### src/rtl/output_port_fifo.sv
// Output-port flit buffer: a circular FIFO between the crossbar and the outgoing
// link. Flits drain downstream under valid/ready. ready_out feeds the router's
// flow control, and pkt_sent tells the arbiter that a packet has left the port.
module output_port_fifo #(
    parameter int unsigned DATA_WIDTH   = 32,
    parameter int unsigned DEPTH        = 4,
    parameter int unsigned READY_MARGIN = 1
) (
    input  logic                    clk,
    input  logic                    rst_n,
    input  logic [DATA_WIDTH-1:0]   data_in,
    input  logic                    tail_in,
    input  logic                    wr_en,
    output logic                    ready_out,
    output logic [DATA_WIDTH-1:0]   data_out,
    output logic                    tail_out,
    output logic                    valid_out,
    input  logic                    ready_dn,
    output logic                    pkt_sent,
    output logic [$clog2(DEPTH):0]  count,
    output logic                    overflow
);

    localparam int unsigned AW        = $clog2(DEPTH);
    localparam int unsigned CW        = AW + 1;
    localparam int unsigned RDY_LIMIT = DEPTH - READY_MARGIN;

    typedef struct packed {
        logic                  tail;
        logic [DATA_WIDTH-1:0] data;
    } entry_t;

    entry_t          mem [DEPTH];
    entry_t          head;
    logic [AW-1:0]   wr_ptr;
    logic [AW-1:0]   rd_ptr;
    logic [CW-1:0]   count_next;
    logic            full;
    logic            wr_accept;
    logic            wr_drop;
    logic            handshake;

    // Occupancy decode and per-cycle transfer decisions.
    always_comb begin
        full       = (count == CW'(DEPTH));
        wr_accept  = wr_en & ~full;
        wr_drop    = wr_en & full;
        handshake  = valid_out & ready_dn;
        count_next = count + CW'(wr_accept) - CW'(handshake);
    end

    // First-word fall-through view of the head entry.
    always_comb begin
        head      = mem[rd_ptr];
        valid_out = (count != '0);
        data_out  = head.data;
        tail_out  = head.tail;
    end

    // Entry storage; contents are don't-care until written, so no reset.
    always_ff @(posedge clk) begin
        if (wr_accept) begin
            mem[wr_ptr] <= '{tail: tail_in, data: data_in};
        end
    end

    // Pointers and occupancy counter.
    always_ff @(posedge clk or negedge rst_n) begin
        if (!rst_n) begin
            wr_ptr <= '0;
            rd_ptr <= '0;
            count  <= '0;
        end else begin
            if (wr_accept) begin
                wr_ptr <= wr_ptr + AW'(1);
            end
            if (handshake) begin
                rd_ptr <= rd_ptr + AW'(1);
            end
            count <= count_next;
        end
    end

    // Flow-control ready keeps READY_MARGIN slots free for a late crossbar write.
    always_ff @(posedge clk or negedge rst_n) begin
        if (!rst_n) begin
            ready_out <= 1'b0;
        end else begin
            ready_out <= (count_next < CW'(RDY_LIMIT));
        end
    end

    // Packet-completion pulse, one cycle after the tail flit is accepted downstream.
    always_ff @(posedge clk or negedge rst_n) begin
        if (!rst_n) begin
            pkt_sent <= 1'b0;
        end else begin
            pkt_sent <= handshake & tail_out;
        end
    end

    // Sticky record of any write attempted while full.
    always_ff @(posedge clk or negedge rst_n) begin
        if (!rst_n) begin
            overflow <= 1'b0;
        end else if (wr_drop) begin
            overflow <= 1'b1;
        end
    end

endmodule

### config.mk
export PLATFORM = sky130hd
export DESIGN_NAME = output_port_fifo
export DESIGN_NICKNAME = d
export VERILOG_FILES = /design/src/rtl/output_port_fifo.sv
export SDC_FILE = /design/constraint.sdc
export NUM_CORES = 1
export LEC_CHECK = 0
export BUFFER_PORTS_ARGS = -buffer_cell sky130_fd_sc_hd__buf_2
export CORE_UTILIZATION = 50
export DETAILED_ROUTE_END_ITERATION = 10
export MAX_ROUTING_LAYER = met4
export PLACE_DENSITY = 0.74
export SYNTH_ARGS = -nofsm -noshare
export SYNTH_HDL_FRONTEND = slang
export SYNTH_SLANG_ARGS = --single-unit
### constraint.sdc
create_clock -name clk -period 2.16 [get_ports clk]
set_input_delay 0.54 -clock clk [delete_from_list [all_inputs] [get_ports clk]]
set_output_delay 0.54 -clock clk [all_outputs]
set_load 0.01 [all_outputs]
After elaboration in Yosys (flattened, before gate mapping) --
Memory sizes are Yosys's and may differ from the RTL's. Index checks and enable logic that the tools add are counted.
Operators by class: reduce and logical (&&, ||, !) cells 1, $add $sub $neg 4, bitwise gates (word level) 5, equality and inequality tests 1, mux-type cells 2, order comparisons 1
Operator list (number):
- adder 2 x 1 -> 2 bit, second input constant | 2
- AND 1 bit | 4
- adder 3 x 1 -> 3 bit | 1
- equality test 3 bit, second input constant | 1
- less-than comparator 3 x 2 -> 1 bit, second input constant | 1
- nonzero test 3 bit | 1
- subtractor 3 x 1 -> 3 bit | 1
- two-way mux 1 bit | 2
- NOT 1 bit | 1
Word-level totals: input port bits 37, RAM bits 132, word-level logic and storage cells 21, register bits after elaboration 10, memories 1, output and inout bits 40
Memories:
- mem | words 4, width 33, read ports 1, clocked after Yosys merged registers in 0, wr ports 1, line 33 | entry_t mem [DEPTH];

Logic depth before layout (Yosys ltp) --
depth in word-level cells 6, mapped depth 11

Worst setup path after synthesis --
Ideal clock, no wire load.
path kind reg2reg, from register count[1], to register ready_out, data required time 2035 ps, stages on the path, launching flop included 12, data arrival time 2101 ps, setup slack -66 ps, period minus slack after synthesis 2226 ps, cells stage by stage dfrtp_1 > nor2_1 > a21boi_2 > inv_1 > ha_1 > inv_1 > ha_1 > inv_1 > fa_1 > xnor2_1 > xnor2_1 > a21oi_1
Between the ends: longest elaborated chain between the ends 6
Ends and longest elaborated chain:
- start, declared | line 20 | output logic [$clog2(DEPTH):0] count,
- start signal, assigned | line 80 | count <= count_next;
- equality test 3 bit | line 45 | full = (count == CW'(DEPTH));
- NOT 1 bit | line 46 | wr_accept = wr_en & ~full;
- AND 1 bit | line 46
- adder 3 x 1 -> 3 bit | line 49 | count_next = count + CW'(wr_accept) - CW'(handshake);
- subtractor 3 x 1 -> 3 bit (*) | line 49
- net count_next[2] | line 37 | logic [CW-1:0] count_next;
- less-than comparator 3 x 2 -> 1 bit (*) | line 89 | ready_out <= (count_next < CW'(RDY_LIMIT));
- end signal, assigned | line 89
- end, declared | line 14 | output logic ready_out,
The timed path passes the listed nets; every way through them passes the cells marked *. A chain may end at the register's enable or synchronous reset.

Worst setup path in the final report --
from register rd_ptr[0], to output port data_out[2]
Between the ends: longest elaborated chain between the ends 1
Ends and longest elaborated chain:
- start, declared | line 36 | logic [AW-1:0] rd_ptr;
- start signal, assigned | line 78 | rd_ptr <= rd_ptr + AW'(1);
- memory read (4 x 33 bit)
- end, declared | line 15 | output logic [DATA_WIDTH-1:0] data_out,
No other way between the ends.

==> impl_metrics.toml <==
[global_routing]
grt_overflow = 0
grt_max_degree = 35
grt_pass1_wl_mm = 15.0
antenna_found_initial = 1
grt_pass1_vias = 2730
gr-usage-all-layers_pct = 19.5

[sta]
timing.hold.ws_ns = 0.238
setup_slack_ns = -0.258
worstMarginPinSlew_ns = 0.370
final_hold_viol_count = 0
timing.final.crit_period_ns = 2.42
skew_ns = 0.00538
setup_viol = 33
grt_setup_unrepaired = "true"
setup_tns_ns = -7.54
post-route-period-util_pct = 112
maxSlewViolCount = 0
slew_headroom_pct = 75.3
max_freq_mhz = 414

[clock_network]
cts_tree = "done"
clockBufferDepth = 2
cts_buffers = 17
cts_sinks = 142
htreeDepth = 4
clk_latency_ns = 0.51
root_buffer = "clkbuf_8"
path_clk_slew_ns = 0.06

[logic_synthesis]
synth_most_common_cell = "edfxtp_1"
synth-async-reset-ratio_pct = 7.04
synth_area_sq_um = 5390
netlist_instances = 214
seq_area_frac_synth_pct = 78.2
netlist_top_cells_count = "edfxtp_1 (132), mux4_1 (31), dfrtp_1 (10), ha_1 (6), inv_1 (6)"
synth_largest_area_cell = "edfxtp_1"
ys_ff_latch = 142
ys_top_cells_by_area = "edfxtp_1 (74%), mux4_1 (15%), dfrtp_1 (4.6%)"
synthFlopType = "edfxtp_1"
synth_edf_count = 132
syn-num-nets = 258
ys_types = 21
yosys_warnings = 0
synth_top_area_share_pct = 73.6
avgSynthCellArea_sq_um = 25.2

[power_and_ir_drop]
switchingPower_mw = 2.82
p_clk_share_pct = 29.5
ir_drop_mv = 0.771
cellLeakagePower_nw = 2.50
p_int_mw = 7.74
power_frac_comb_pct = 33.8
p_seq_share_pct = 36.7
p_sw_share_pct = 26.7
power_density_nw_per_um2 = 1530

[layout]
final_nets = 372
area_growth_pct = 28.3
postLayoutCoreUtil_pct = 66.7
drive_above_1_share_pct = 51.9

[setup_path]
cpMaxStageDelayCell = "mux4_2"
critical_path_class = "register to output pin"
reg2reg_to = "ready_out"
crit_fanout = 5
cp_data_arrival_time_ns = 1.88
critPathMaxStageDelay_ns = 0.54
crit_chain = "buf_4 -> buf_12 -> mux4_2 -> buf_6"
cp.required_ns = 1.62
worstReg2RegStart = "count[0]"
critPathCapture = "data_out[2]"
startpoint = "rd_ptr[0]"
r2r_cells = 9
regToRegSetupSlack_ns = 0.04
end_kind = "output pin"
start_kind = "register"

[run_status]
status = "complete, but fails checks"
violations = "negative setup slack"

[routing]
dr.pass1.iters = 4
drc_errors = 0
wl_per_cell_um = 20.2
vias_per_cell = 5.34
antenna_left = 0
finalWirelength_mm = 9.62
vias = 2542
first_iter_violations = 168

[placement]
port_buffers = 76
dpl.hpwl_mm = 5.41
finalWeightedCongestion = 0.663

[die]
coreArea_sq_um = 10400
boundaryPins = 77
initial_core_util_pct = 52.0
std_cell_rows = 37
dieWidth_um = 106
die_h_um = 106
die_area_sq_um = 11200

[min_path]
hold_path_depth = 1
worstHoldPathType = "primary input to register"

[flow_run]
drv_cap = 0
==> placed cells by master (no fill, tap or decap), types with 6 or more instances in the layout <==
master / Yosys / layout
buf_2: 3 / 51
buf_4: 0 / 16
buf_6: 4 / 26
bufinv_16: 0 / 6
clkbuf_16: 0 / 18
edfxtp_1: 132 / 132
ha_1: 6 / 6
inv_1: 6 / 6
mux4_2: 2 / 33
==> final cells by class <==
class / count / area, sq um
flip-flops and latches: 142 / 4220
fillers: 701 / 3460
multi-input cells: 58 / 990
repair buffers: 103 / 871
clock buffers: 18 / 418
clock inverters: 12 / 219
well taps: 136 / 170
inverters: 6 / 22.5
diodes: 1 / 2.50
==> power by group through the flow <==
stage,logic (mW),registers [mW],clock network (mW)
2_1_floorplan,1.66,3.88,0
3_3_place_gp,2.67,3.86,0
3_5_place_dp,2.71,3.90,0
4_1_cts,3.13,3.87,3.17
5_1_grt,3.84,3.93,3.28
6_report,3.57,3.88,3.11
==> critical path: cells and delay by family (launching register included) <==
family | cells | cell delay (ns)
flip-flops | 1 | 0.42
multiplexers | 1 | 0.54
buffers and inverters | 3 | 0.41
==> metrics by stage <==
stage / cells / area, sq um / worst slack (ns) / power [mW]
floorplan: 214 / 5400 / 0.0164 / 5.54
global placement: 433 / 6040 / -0.0528 / 6.53
detailed placement: 433 / 6040 / -0.140 / 6.60
CTS: 467 / 6710 / -0.308 / 10.2
global route: 476 / 6910 / -0.332 / 11.0
finish: 476 / 6910 / -0.258 / 10.6
==> cell families after synthesis <==
family                   count (synthesis)  synth area share [%]
XOR/XNOR                                 5                 0.813
AO/OA/AOI/OAI                            4                 0.627
flip-flops                             142                  78.2
adder cells (fa/ha/maj)                  7                  1.76
multiplexers                            34                  16.2
AND/OR/NAND/NOR                          8                 0.836
buffers and inverters                   14                  1.60
==> registers in the layout, indices dropped and copies added, names as in the netlist <==
name       count
ready_out      1
wr_ptr         2
rd_ptr         2
overflow       1
count          3
pkt_sent       1
mem          132
==> layer usage <==
metal | track usage, % | wire length, um
met1 | 25.1 | 4310
met2 | 29.5 | 4760
met3 | 5.88 | 448
met4 | 7.24 | 102
met5 | - | 0
==> worst min path at each step <==
stage / start / end / slack, ns
4_1_cts: data_in[13] / mem[3][13] / 0.21
2_1_floorplan: rst_n / count[0] / 0.24
3_5_place_dp: rst_n / wr_ptr[0] / 0.42
6_report: data_in[7] / mem[0][7] / 0.24
3_3_place_gp: rst_n / count[0] / 0.42
5_1_grt: data_in[29] / mem[0][29] / 0.21
==> what timing repair did <==
item	CTS	global route
endpoints found under the hold margin	10	0
hold buffers	1	0
resized for setup	40	24
gates cloned	1	3
endpoints found under the setup margin	35	36
pin swaps	0	3
buffers inserted	2	5
No activity file was read; power rests on OpenSTA's default activity.
